===== src/rtl/ula_serial.sv =====
// ula_serial: bit-serial ALU. Evaluates one ALU bit slice per clock, LSB
// first, with the carry rippling through a register between steps. Results
// and flags match the full-width ripple ALU.
// Optional feature macro: ULA_SERIAL_ABORT_EN adds an ABORT input that
// cancels a running operation without touching the held outputs.
module ula_serial #(
    parameter int WIDTH = 32
) (
    input  logic             CLK,
    input  logic             RST,
    input  logic             START,
    input  logic [WIDTH-1:0] A,
    input  logic [WIDTH-1:0] B,
    input  logic [3:0]       ALUCTL,
`ifdef ULA_SERIAL_ABORT_EN
    input  logic             ABORT,
`endif
    output logic             READY,
    output logic             DONE,
    output logic [WIDTH-1:0] RESULT,
    output logic             ZERO,
    output logic             OVERFLOW,
    output logic             COUT
);

    localparam int CW = (WIDTH > 2) ? $clog2(WIDTH) : 1;

    typedef enum logic [1:0] {
        S_IDLE = 2'b00,
        S_RUN  = 2'b01,
        S_DONE = 2'b10
    } state_t;

    state_t             state_q, state_d;
    logic [CW-1:0]      cnt_q, cnt_d;
    logic               carry_q, carry_d;
    logic [WIDTH-1:0]   a_q, a_d;
    logic [WIDTH-1:0]   b_q, b_d;
    logic [3:0]         ctl_q, ctl_d;
    logic [WIDTH-2:0]   shreg_q, shreg_d;
    logic [WIDTH-1:0]   result_q, result_d;
    logic               zero_q, zero_d;
    logic               ovf_q, ovf_d;
    logic               cout_q, cout_d;

    logic               abort_s;
    logic               a_bit_s;
    logic               b_bit_s;
    logic               sum_s;
    logic               cout_s;
    logic               slice_s;
    logic               ovf_s;
    logic               set_s;
    logic               msb_step_s;
    logic [WIDTH-1:0]   shift_s;
    logic [WIDTH-1:0]   final_s;

`ifdef ULA_SERIAL_ABORT_EN
    assign abort_s = ABORT;
`else
    assign abort_s = 1'b0;
`endif

    // One ALU bit slice for the current bit position, plus MSB flags.
    always_comb begin
        a_bit_s    = a_q[cnt_q] ^ ctl_q[3];
        b_bit_s    = b_q[cnt_q] ^ ctl_q[2];
        sum_s      = a_bit_s ^ b_bit_s ^ carry_q;
        cout_s     = (a_bit_s & b_bit_s) | (a_bit_s & carry_q) | (b_bit_s & carry_q);
        ovf_s      = carry_q ^ cout_s;
        set_s      = sum_s ^ ovf_s;
        msb_step_s = (cnt_q == CW'(WIDTH - 1));
        case (ctl_q[1:0])
            2'b00:   slice_s = a_bit_s & b_bit_s;
            2'b01:   slice_s = a_bit_s | b_bit_s;
            2'b10:   slice_s = sum_s;
            2'b11:   slice_s = 1'b0;
            default: slice_s = 1'b0;
        endcase
        // New bit enters from the MSB side; after WIDTH steps bit 0 sits at the LSB.
        shift_s = {slice_s, shreg_q};
        if (ctl_q[1:0] == 2'b11) begin
            final_s = {{(WIDTH-1){1'b0}}, set_s};
        end else begin
            final_s = shift_s;
        end
    end

    // Next-state logic for the IDLE/RUN/DONE sequencer and its datapath.
    always_comb begin
        state_d  = state_q;
        cnt_d    = cnt_q;
        carry_d  = carry_q;
        a_d      = a_q;
        b_d      = b_q;
        ctl_d    = ctl_q;
        shreg_d  = shreg_q;
        result_d = result_q;
        zero_d   = zero_q;
        ovf_d    = ovf_q;
        cout_d   = cout_q;
        case (state_q)
            S_IDLE: begin
                if (START) begin
                    a_d     = A;
                    b_d     = B;
                    ctl_d   = ALUCTL;
                    cnt_d   = {CW{1'b0}};
                    carry_d = ALUCTL[2];
                    shreg_d = {(WIDTH-1){1'b0}};
                    state_d = S_RUN;
                end else begin
                    state_d = S_IDLE;
                end
            end
            S_RUN: begin
                if (abort_s) begin
                    // Cancelled: held outputs keep the previous operation's values.
                    state_d = S_IDLE;
                end else begin
                    shreg_d = shift_s[WIDTH-1:1];
                    carry_d = cout_s;
                    cnt_d   = cnt_q + CW'(1);
                    if (msb_step_s) begin
                        result_d = final_s;
                        zero_d   = (final_s == {WIDTH{1'b0}});
                        // Arithmetic flags only mean something for ADD/SUB/SLT.
                        ovf_d    = ctl_q[1] & ovf_s;
                        cout_d   = ctl_q[1] & cout_s;
                        cnt_d    = {CW{1'b0}};
                        state_d  = S_DONE;
                    end else begin
                        state_d  = S_RUN;
                    end
                end
            end
            S_DONE: begin
                state_d = S_IDLE;
            end
            default: begin
                state_d = S_IDLE;
            end
        endcase
    end

    // State and datapath registers with synchronous reset.
    always_ff @(posedge CLK) begin
        if (RST) begin
            state_q  <= S_IDLE;
            cnt_q    <= {CW{1'b0}};
            carry_q  <= 1'b0;
            a_q      <= {WIDTH{1'b0}};
            b_q      <= {WIDTH{1'b0}};
            ctl_q    <= 4'b0000;
            shreg_q  <= {(WIDTH-1){1'b0}};
            result_q <= {WIDTH{1'b0}};
            zero_q   <= 1'b0;
            ovf_q    <= 1'b0;
            cout_q   <= 1'b0;
        end else begin
            state_q  <= state_d;
            cnt_q    <= cnt_d;
            carry_q  <= carry_d;
            a_q      <= a_d;
            b_q      <= b_d;
            ctl_q    <= ctl_d;
            shreg_q  <= shreg_d;
            result_q <= result_d;
            zero_q   <= zero_d;
            ovf_q    <= ovf_d;
            cout_q   <= cout_d;
        end
    end

    assign READY    = (state_q == S_IDLE);
    assign DONE     = (state_q == S_DONE);
    assign RESULT   = result_q;
    assign ZERO     = zero_q;
    assign OVERFLOW = ovf_q;
    assign COUT     = cout_q;

endmodule


===== config.mk =====
export PLATFORM = sky130hd
export DESIGN_NAME = ula_serial
export DESIGN_NICKNAME = d
export VERILOG_FILES = /design/src/rtl/ula_serial.sv
export SDC_FILE = /design/constraint.sdc
export NUM_CORES = 1
export LEC_CHECK = 0
export BUFFER_PORTS_ARGS = -buffer_cell sky130_fd_sc_hd__buf_2
export CAP_MARGIN = 10
export CORE_MARGIN = 1
export CORE_UTILIZATION = 44
export DETAILED_ROUTE_END_ITERATION = 10
export MAX_ROUTING_LAYER = met4
export PLACE_DENSITY = 0.69
export SYNTH_ARGS = -nofsm -noshare
export SYNTH_HDL_FRONTEND = slang
export SYNTH_SLANG_ARGS = --single-unit
export TNS_END_PERCENT = 10

===== constraint.sdc =====
create_clock -name CLK -period 6.25 [get_ports CLK]
set_clock_uncertainty 0.05 [all_clocks]
set_input_delay 0.3125 -clock CLK [delete_from_list [all_inputs] [get_ports CLK]]
set_output_delay 0.3125 -clock CLK [all_outputs]
set_load 0.01 [all_outputs]

==> flow_metrics.py, run 1 <==
metrics = {
    "status": {
        "status": "finished clean",
    },
    "synthesis": {
        "yosysSeqAreaShare_pct": 49.49,
        "synthTopCellsByArea": "dfxtp_1 (49%), nand2_1 (12%), a21oi_1 (9.3%)",
        "synth_top_family_by_area": "simple AND/OR/NAND/NOR gates",
        "avgSynthCellArea_um2": 8.638,
        "synth_fa_ha_area_share_pct": 0.8931,
        "post-synth-top-area-cell": "dfxtp_1",
        "ys.flop_type": "dfxtp_1",
        "synthXorXnorAreaFrac_pct": 1.220,
        "synth_compound_area_share_pct": 17.10,
        "synth-simple-area-share_pct": 20.26,
        "yosys.area.top_type_share_pct": 49.49,
        "ys_async_sr_fraction_pct": 0,
        "synth-seq-cells": 142,
        "syn_area_um2": 5744,
        "synthMuxAreaShare_pct": 6.034,
        "synth_nets": 739,
        "yosysMostFrequentCell": "nand2_1",
        "yosysWarnings": 0,
        "synth-edff-count": 0,
        "synthesis.instances": 665,
        "synthTopCellsByCount": "nand2_1 (183), dfxtp_1 (142), a21oi_1 (107)",
        "synth_cell_type_count": 49,
    },
    "sta": {
        "setup_ws_ns": 2.836,
        "setup_tns_ns": 0,
        "rsz0062_at_grt": "no",
        "fin_crit_ns": 3.414,
        "fmax_ghz": 0.2929,
        "hold_viol": 0,
        "setup_violations": 0,
        "worst_pin_slew_ns": 1.229,
        "slew_headroom_pct": 17.99,
        "slew_violations": 0,
        "fin_crit_sh_pct": 54.63,
    },
    "setup_path": {
        "critPathTopFamily": "simple AND/OR/NAND/NOR gates",
        "critPathBufInv": 0,
        "cp-end-kind": "register",
        "critPathLaunchType": "register",
        "r2r-start": "cnt_q[1]",
        "crit_slowest_cell": "dfxtp_1",
        "cp_slowest_stage_delay_ns": 1.13,
        "critical_path_required_ns": 6.55,
        "path_cells": "ha_1 > and3_1 > ha_1 > nand2_1 > nor2_1 > and2_1 > a22o_1",
        "worstPathArrival_ns": 3.71,
        "path_class": "register to register",
        "crit_top_cell": "ha_1",
        "reg2reg_depth": 7,
        "ff2ff_setup_slack_ns": 2.84,
        "path_max_fanout": 30,
        "r2r_end": "RESULT[9]",
    },
    "floorplan": {
        "start_util_pct": 45.33,
        "rows": 41,
        "fp.dieH_um": 116.3,
        "core_area_um2": 12670,
        "fp.dieW_um": 116.3,
        "pin_count": 108,
        "die-area_um2": 13520,
    },
    "global_routing": {
        "grt_max_degree": 108,
        "grt_pass1_wl_mm": 21.14,
        "antenna_found_initial": 0,
        "grt_pass1_vias": 4528,
        "grt_use_total_pct": 20.62,
        "overflow": 0,
    },
    "pwr": {
        "p_comb_share_pct": 7.7,
        "leakagePower_nw": 2.689,
        "p_per_area_nw_per_um2": 311.7,
        "power.switching_uw": 491.5,
        "peakVddDrop_v": 0.0002164,
        "p_total_mw": 2.133,
        "switching_share_pct": 23.04,
        "p_seq_share_pct": 44.8,
        "internal_power_mw": 1.641,
        "clkPwrFrac_pct": 47.5,
    },
    "clocking": {
        "clock_sinks": 142,
        "clk_latency_ns": 0.41,
        "cts_tree": "yes",
        "numCtsBuffers": 17,
        "clk_pin_slew_ns": 0.06,
        "cts.path.max_buffers": 2,
        "ctsResizeCount": 0,
        "cts_hold_buf": 0,
        "cts_max_level": 4,
        "cts_root_buf": "clkbuf_16",
        "cts_setup_buffers": 0,
    },
    "finish": {
        "num-nets-final": 814,
        "drive_gt1_share_pct": 20.88,
        "stdcell_area_um2": 6843,
        "area.growth.synth_to_final_pct": 19.12,
        "antenna_cells": 0,
    },
    "drt": {
        "vias": 4826,
        "drt_iter0_drc": 299,
        "routedWlPerCell_um": 13.66,
        "ant_nets": 0,
        "firstDrtPassIters": 4,
        "routed_wl_mm": 12.63,
        "vias_per_cell": 5.223,
        "drc": 0,
    },
    "place": {
        "dp_hpwl_mm": 8.317,
        "portBuffers": 107,
        "globalplace.congestion": 0.7790,
        "place_area_um2": 6245,
        "dpl_worst_slack_ns": 2.809,
    },
    "worst_hold_path": {
        "hold_depth": 3,
        "min_from": "A[21]",
        "hold_class": "primary input to register",
        "holdPathEnd": "a_q[21]",
    },
    "job": {
        "cap_violations": 0,
    },
}
-- state kept, by name (all words and copies together), names as in the netlist --
name      count
RESULT       32
a_q          32
b_q          32
shreg_q      31
cnt_q         5
ctl_q         4
state_q       2
COUT          1
OVERFLOW      1
ZERO          1
carry_q       1
-- cells in the final DEF (no fill, tap or decap), types with 7 or more instances in the layout --
master,count
nand2_1,182
a22o_1,31
clkbuf_16,17
a21oi_1,107
nand3_1,38
nor4_1,7
nor2_1,11
mux2i_1,23
dfxtp_1,142
buf_2,106
-- routing by layer --
layer  track usage [%]  part of all wire (%)  vias to the layer above
li1                  -                     -                     2454
met1             25.88                    47                     2227
met2             32.74                    48                      137
met3             5.034                   4.7                        8
met4             6.239                  0.81                        0
met5                 -                     0                        -
-- cell type report --
class | instances | area (um2)
clock buffers | 20 | 456.7
clock inverters | 11 | 141.4
fillers | 1190 | 5828
inverters | 3 | 11.26
multi-input cells | 467 | 2623
flip-flops and latches | 142 | 2843
well taps | 172 | 215.2
repair buffers | 109 | 553.0
-- power by group through the flow --
stage	clock network, mW	registers [mW]	logic (mW)
6_report	1.01	0.956	0.163
5_1_grt	1.07	0.960	0.184
4_1_cts	1.03	0.956	0.165
3_5_place_dp	0	0.975	0.164
3_3_place_gp	0	0.974	0.159
2_1_floorplan	0	0.966	0.128
-- worst max path at each step --
| stage | to | slack (ns) | start | depth (start not counted) |
|---|---|---|---|---|
| final | RESULT[9] | 2.84 | cnt_q[1] | 7 |
| after CTS | RESULT[9] | 2.79 | cnt_q[1] | 7 |
| after global placement | RESULT[23] | 3.00 | cnt_q[1] | 7 |
| after global routing | RESULT[20] | 2.51 | cnt_q[1] | 7 |
| after detailed placement | RESULT[9] | 2.81 | cnt_q[1] | 7 |
| after floorplan | ZERO | 3.57 | cnt_q[0] | 11 |
-- kinds of logic after synthesis --
family	after synthesis
compound gates	161
xor+xnor	5
fa+ha+maj	4
buf+inv	56
flops	142
mux	29
simple gates	268
-- through the flow --
step	hold slack [ns]	util, %	cells
after floorplan	0.3815	-	665
after global placement	0.3917	49.28	893
after detailed placement	0.3922	49.28	893
after CTS	0.07331	54.00	924
after global routing	0.08239	54.00	924
final	0.08346	54.00	924
-- tightest hold or removal path, stage by stage --
cell and delay, ns:
buf_2 0.09, nand2_1 0.04, a21oi_1 0.05
(Power assumes the default switching activity.)
==> run 2, diff against run 1 <==
--- a/config.mk
+++ b/config.mk
@@ -11,7 +11,7 @@
 export CORE_UTILIZATION = 44
 export DETAILED_ROUTE_END_ITERATION = 10
 export MAX_ROUTING_LAYER = met4
-export PLACE_DENSITY = 0.69
+export PLACE_DENSITY = 0.71
 export SYNTH_ARGS = -nofsm -noshare
 export SYNTH_HDL_FRONTEND = slang
 export SYNTH_SLANG_ARGS = --single-unit
==> constraint.sdc (replaced) <==
create_clock -name CLK -period 2.7 [get_ports CLK]
set_clock_uncertainty 0.05 [all_clocks]
set_input_delay 0.135 -clock CLK [delete_from_list [all_inputs] [get_ports CLK]]
set_output_delay 0.135 -clock CLK [all_outputs]
set_load 0.01 [all_outputs]
==> run 2 against run 1 <==
  * The flow now finishes with violations (negative setup slack)
  * Worst setup slack got worse by 3.0 ns
  * Global-route usage increased by 3.4 points
  * Worst hold slack got worse by 0.025 ns
  * Cell count increased by 9.4%
  * Clock power increased by 120%
  * Cell area increased by 13%
  * Via count increased by 10%
  * Critical path depth increased by 4
  * Count of clock-buffer cells in the layout decreased by 1
  * Sequential power increased by 130%
==> flow_metrics.py, run 2 (synthesized netlist as in run 1, its figures left out) <==
metrics = {
    "status": {
        "status": "finished with violations",
        "violations": "negative setup slack",
    },
    "clocking": {
        "clock_sinks": 142,
        "clk_latency_ns": 0.43,
        "cts_tree": "yes",
        "cts_max_level": 4,
        "numCtsBuffers": 17,
        "clk_pin_slew_ns": 0.06,
        "cts_root_buf": "clkbuf_16",
        "cts.path.max_buffers": 2,
    },
    "drt": {
        "routed_wl_mm": 15.01,
        "vias": 5307,
        "drt_iter0_drc": 264,
        "routedWlPerCell_um": 14.84,
        "drc": 0,
        "vias_per_cell": 5.249,
        "ant_nets": 0,
        "firstDrtPassIters": 5,
    },
    "sta": {
        "setup_tns_ns": -0.3103,
        "fmax_ghz": 0.3466,
        "hold_viol": 0,
        "fin_crit_sh_pct": 106.8,
        "slew_headroom_pct": 45.76,
        "worst_pin_slew_ns": 0.8137,
        "whs_ns": 0.05896,
        "rsz0062_at_grt": "yes",
        "setup_ws_ns": -0.1849,
        "fin_crit_ns": 2.885,
        "setup_violations": 3,
        "slew_violations": 0,
    },
    "finish": {
        "fin_util_pct": 61.06,
        "final_common_cell": "nand2_1",
        "nFillCells": 1059,
        "final_cell_mix": "nand2_1 (182), dfxtp_1 (141), a21oi_1 (107)",
        "final_cells": 1011,
        "area.growth.synth_to_final_pct": 34.70,
        "num-nets-final": 900,
        "antenna_cells": 0,
        "drive_gt1_share_pct": 22.41,
    },
    "setup_path": {
        "r2r_end": "ZERO",
        "ff2ff_setup_slack_ns": -0.18,
        "critPathLaunchType": "register",
        "cp_slowest_stage_delay_ns": 0.53,
        "critical_path.endpoint": "ZERO",
        "worstPathArrival_ns": 3.15,
        "cp.depth": 11,
        "r2r-start": "cnt_q[0]",
        "crit_start": "cnt_q[0]",
        "critPathTopFamily": "compound AO/OA/AOI/OAI gates",
        "critical_path_required_ns": 2.96,
        "path_cells": "buf_12 > mux4_2 > o221ai_4 > nand4_4 > xnor2_4 > ha_4 > xor2_1 > nand2_1 > o2111a_1 > a32oi_1 > o21ai_1",
        "critPathBufInv": 1,
        "crit_slowest_cell": "mux4_2",
        "path_class": "register to register",
        "cp-end-kind": "register",
        "reg2reg_depth": 11,
        "path_max_fanout": 7,
    },
    "global_routing": {
        "grt_use_total_pct": 24.01,
        "grt_pass1_wl_mm": 24.34,
        "antenna_found_initial": 0,
        "use_met2_pct": 39.76,
        "grtUsageMet3_pct": 4.930,
        "overflow": 0,
        "busiest_layer": "met2",
        "met1_usage_pct": 27.43,
        "grt_max_degree": 69,
        "grt_pass1_vias": 5195,
    },
    "floorplan": {
        "fp.dieW_um": 116.3,
        "die-area_um2": 13520,
        "pin_count": 108,
        "fp.dieH_um": 116.3,
        "rows": 41,
        "core_area_um2": 12670,
        "start_util_pct": 45.33,
    },
    "place": {
        "globalplace.congestion": 0.8783,
        "place_inst": 908,
        "portBuffers": 107,
        "dp_hpwl_mm": 9.178,
    },
    "pwr": {
        "leakagePower_nw": 3.052,
        "p_per_area_nw_per_um2": 637.6,
        "peakVddDrop_v": 0.0004335,
    },
    "job": {
        "cap_violations": 0,
    },
    "worst_hold_path": {
        "hold_class": "primary input to register",
    },
}
run 2: what timing repair did:
| action | CTS | global route |
|---|---|---|
| hold buffers | 68 | 0 |
| endpoints found under the hold margin | 69 | 0 |
| cloned | 0 | 0 |
| setup endpoints to repair | 4 | 34 |
| gates resized for setup | 8 | 8 |
| pin swaps | 4 | 3 |
| buffers inserted | 1 | 2 |
run 2: metrics by stage:
stage | total power [mW] | instance area [um2] | setup slack, ns
4_1_cts | 4.935 | 7682 | -0.1267
2_1_floorplan | 2.531 | 5744 | 0.01958
3_5_place_dp | 2.671 | 6395 | -0.2379
3_3_place_gp | 2.654 | 6395 | -0.1014
6_report | 4.933 | 7737 | -0.1849
5_1_grt | 5.125 | 7737 | -0.2757
run 2: area by class of cell:
class,instances,area [um2],share of cell area [%]
Inverter,3,11.26,0.1455
Sequential cell,142,2844,36.76
Clock buffer,19,442.9,5.724
Multi-Input combinational cell,467,2703,34.93
Clock inverter,13,115.1,1.488
Timing Repair Buffer,195,1406,18.18
Tap cell,172,215.2,2.781
run 2: worst min path at each step:
| stage | cells after the start | end | from |
|---|---|---|---|
| final | 2 | shreg_q[30] | RST |
| after CTS | 2 | shreg_q[30] | RST |
| after floorplan | 2 | a_q[27] | A[27] |
| after detailed placement | 3 | b_q[25] | B[25] |
| after global routing | 2 | shreg_q[30] | RST |
| after global placement | 3 | b_q[4] | B[4] |
run 2: where the power goes:
part,internal [mW],switching [mW]
clock network,1.29,0.902
logic,0.251,0.285
registers,2.16,0.0431
total,3.70,1.23
run 2: routing by layer:
metal / routed length [um] / vias to the layer above
met5: 0 / -
met4: 381 / 0
met3: 683 / 32
met2: 7669 / 179
met1: 6273 / 2466
li1: - / 2630
==> run 3, diff against run 2 <==
--- a/config.mk
+++ b/config.mk
@@ -11,7 +11,8 @@
 export CORE_UTILIZATION = 44
 export DETAILED_ROUTE_END_ITERATION = 10
 export MAX_ROUTING_LAYER = met4
-export PLACE_DENSITY = 0.71
+export PLACE_DENSITY = 0.69
+export SETUP_SLACK_MARGIN = 0.05
 export SYNTH_ARGS = -nofsm -noshare
 export SYNTH_HDL_FRONTEND = slang
 export SYNTH_SLANG_ARGS = --single-unit
==> constraint.sdc (replaced) <==
create_clock -name CLK -period 3.6 [get_ports CLK]
set_clock_uncertainty 0.05 [all_clocks]
set_input_delay 0.18 -clock CLK [delete_from_list [all_inputs] [get_ports CLK]]
set_output_delay 0.18 -clock CLK [all_outputs]
set_load 0.01 [all_outputs]
==> run 3 against run 2 <==
  * The run now ends clean
  * Sequential power is 25% lower
  * Combinational power decreased by 33%
  * Largest cell class unchanged
  * Global-route usage decreased by 0.72 points
==> flow_metrics.py, run 3 (synthesized netlist as in run 1, its figures left out) <==
metrics = {
    "global_routing": {
        "grt_pass1_vias": 5119,
        "grt_use_total_pct": 23.29,
        "grt_pass1_wl_mm": 23.50,
        "grt_max_degree": 97,
        "antenna_found_initial": 0,
        "overflow": 0,
    },
    "place": {
        "portBuffers": 107,
        "dpl_worst_slack_ns": 0.3892,
        "globalplace.congestion": 0.8705,
        "dp_hpwl_mm": 8.979,
        "place_area_um2": 6290,
        "place_inst": 899,
    },
    "finish": {
        "antenna_cells": 0,
        "final_cells": 999,
        "area.growth.synth_to_final_pct": 31.95,
        "final_common_cell": "nand2_1",
        "fin_util_pct": 59.82,
        "drive_gt1_share_pct": 19.83,
        "num-nets-final": 888,
        "stdcell_area_um2": 7580,
        "final_cell_mix": "nand2_1 (182), dfxtp_1 (142), a21oi_1 (107)",
    },
    "setup_path": {
        "critPathTopFamily": "compound AO/OA/AOI/OAI gates",
        "path_class": "register to register",
        "critPathBufInv": 0,
        "crit_slowest_cell": "dfxtp_1",
        "path_cells": "mux4_2 > o2111ai_1 > nand4_2 > xnor2_4 > ha_1 > xor2_1 > nand2_1 > o2111a_1 > a32oi_1 > o21ai_1",
        "cp_slowest_stage_delay_ns": 0.70,
        "path_max_fanout": 15,
        "cp-end-kind": "register",
        "critical_path_required_ns": 3.86,
        "worstPathArrival_ns": 3.52,
        "critPathLaunchType": "register",
    },
    "sta": {
        "slew_headroom_pct": 35.32,
        "rsz0062_at_grt": "no",
        "setup_tns_ns": 0,
        "fin_crit_sh_pct": 90.59,
        "slew_violations": 0,
        "worst_pin_slew_ns": 0.9702,
        "hold_viol": 0,
        "whs_ns": 0.03730,
        "fmax_ghz": 0.3066,
        "setup_ws_ns": 0.3388,
        "fin_crit_ns": 3.261,
        "setup_violations": 0,
    },
    "drt": {
        "ant_nets": 0,
        "routedWlPerCell_um": 14.35,
        "vias_per_cell": 5.230,
        "vias": 5225,
        "firstDrtPassIters": 5,
        "drc": 0,
        "routed_wl_mm": 14.33,
        "drt_iter0_drc": 300,
    },
    "floorplan": {
        "start_util_pct": 45.33,
        "fp.dieW_um": 116.3,
        "pin_count": 108,
        "rows": 41,
        "die-area_um2": 13520,
        "fp.dieH_um": 116.3,
        "core_area_um2": 12670,
    },
    "clocking": {
        "ctsResizeCount": 0,
        "cts_root_buf": "clkbuf_16",
        "numCtsBuffers": 17,
        "clk_latency_ns": 0.43,
        "cts_tree": "yes",
        "clk_pin_slew_ns": 0.06,
        "cts_max_level": 4,
        "cts.path.max_buffers": 2,
        "clock_sinks": 142,
        "cts_setup_buffers": 0,
    },
    "job": {
        "cap_violations": 0,
    },
    "pwr": {
        "p_per_area_nw_per_um2": 500.7,
        "p_comb_share_pct": 9.4,
        "leakagePower_nw": 3.015,
        "p_seq_share_pct": 43.7,
        "p_total_mw": 3.795,
        "clkPwrFrac_pct": 46.9,
        "internal_power_mw": 2.920,
        "switching_share_pct": 23.05,
        "peakVddDrop_v": 0.0003735,
        "power.switching_uw": 874.6,
    },
    "worst_hold_path": {
        "hold_class": "primary input to register",
    },
    "status": {
        "status": "finished clean",
    },
}
[run 3: cell count changes in the layout (fill, tap and decap cells not counted), sizes merged]
| cell | change |
|---|---|
| inv | -2 |
| clkbuf | +2 |
| bufinv | +2 |
| clkinvlp | -2 |
| buf | -12 |
[run 3: power groups by stage]
stage                     Clock (mW)  Combinational [mW]  Sequential (mW)
after floorplan                    0               0.221             1.68
after global placement             0               0.282             1.69
after detailed placement           0               0.293             1.69
after CTS                       1.80               0.350             1.66
after global routing            1.88               0.392             1.66
final                           1.78               0.356             1.66
[run 3: area by class of cell]
cell class	count	area (um2)
tap	172	215.2
sequential	142	2843
clock buffer	21	470.5
clock inverter	11	138.9
timing repair buffer	183	1279
inverter	3	11.26
fill	1075	5091
multi-input combinational	467	2623
[run 3: timing repair]
action | 4_1_cts | 5_1_grt
endpoints found under the setup margin | 0 | 0
hold buffers | 68 | 0
endpoints found under the hold margin | 75 | 0
[run 3: final timing paths]
check,from,endpoint,slack (ns),cells after the start
setup / recovery,cnt_q[0],ZERO,0.34,10
hold / removal,ALUCTL[2],ctl_q[2],0.04,3
setup reg to reg,cnt_q[0],ZERO,0.34,10
hold reg to reg,a_q[13],a_q[13],0.40,2
[run 3: routing by layer]
| layer | GRT usage [%] | routed length [um] |
|---|---|---|
| met2 | 39.57 | 7176 |
| met4 | 12.48 | 371 |
| met5 | - | 0 |
| met1 | 25.90 | 6176 |
| met3 | 4.255 | 606 |
[run 3: tightest hold or removal path, stage by stage]
cell	delay, ns
buf_2	0.11
nand2_1	0.09
a21oi_1	0.07
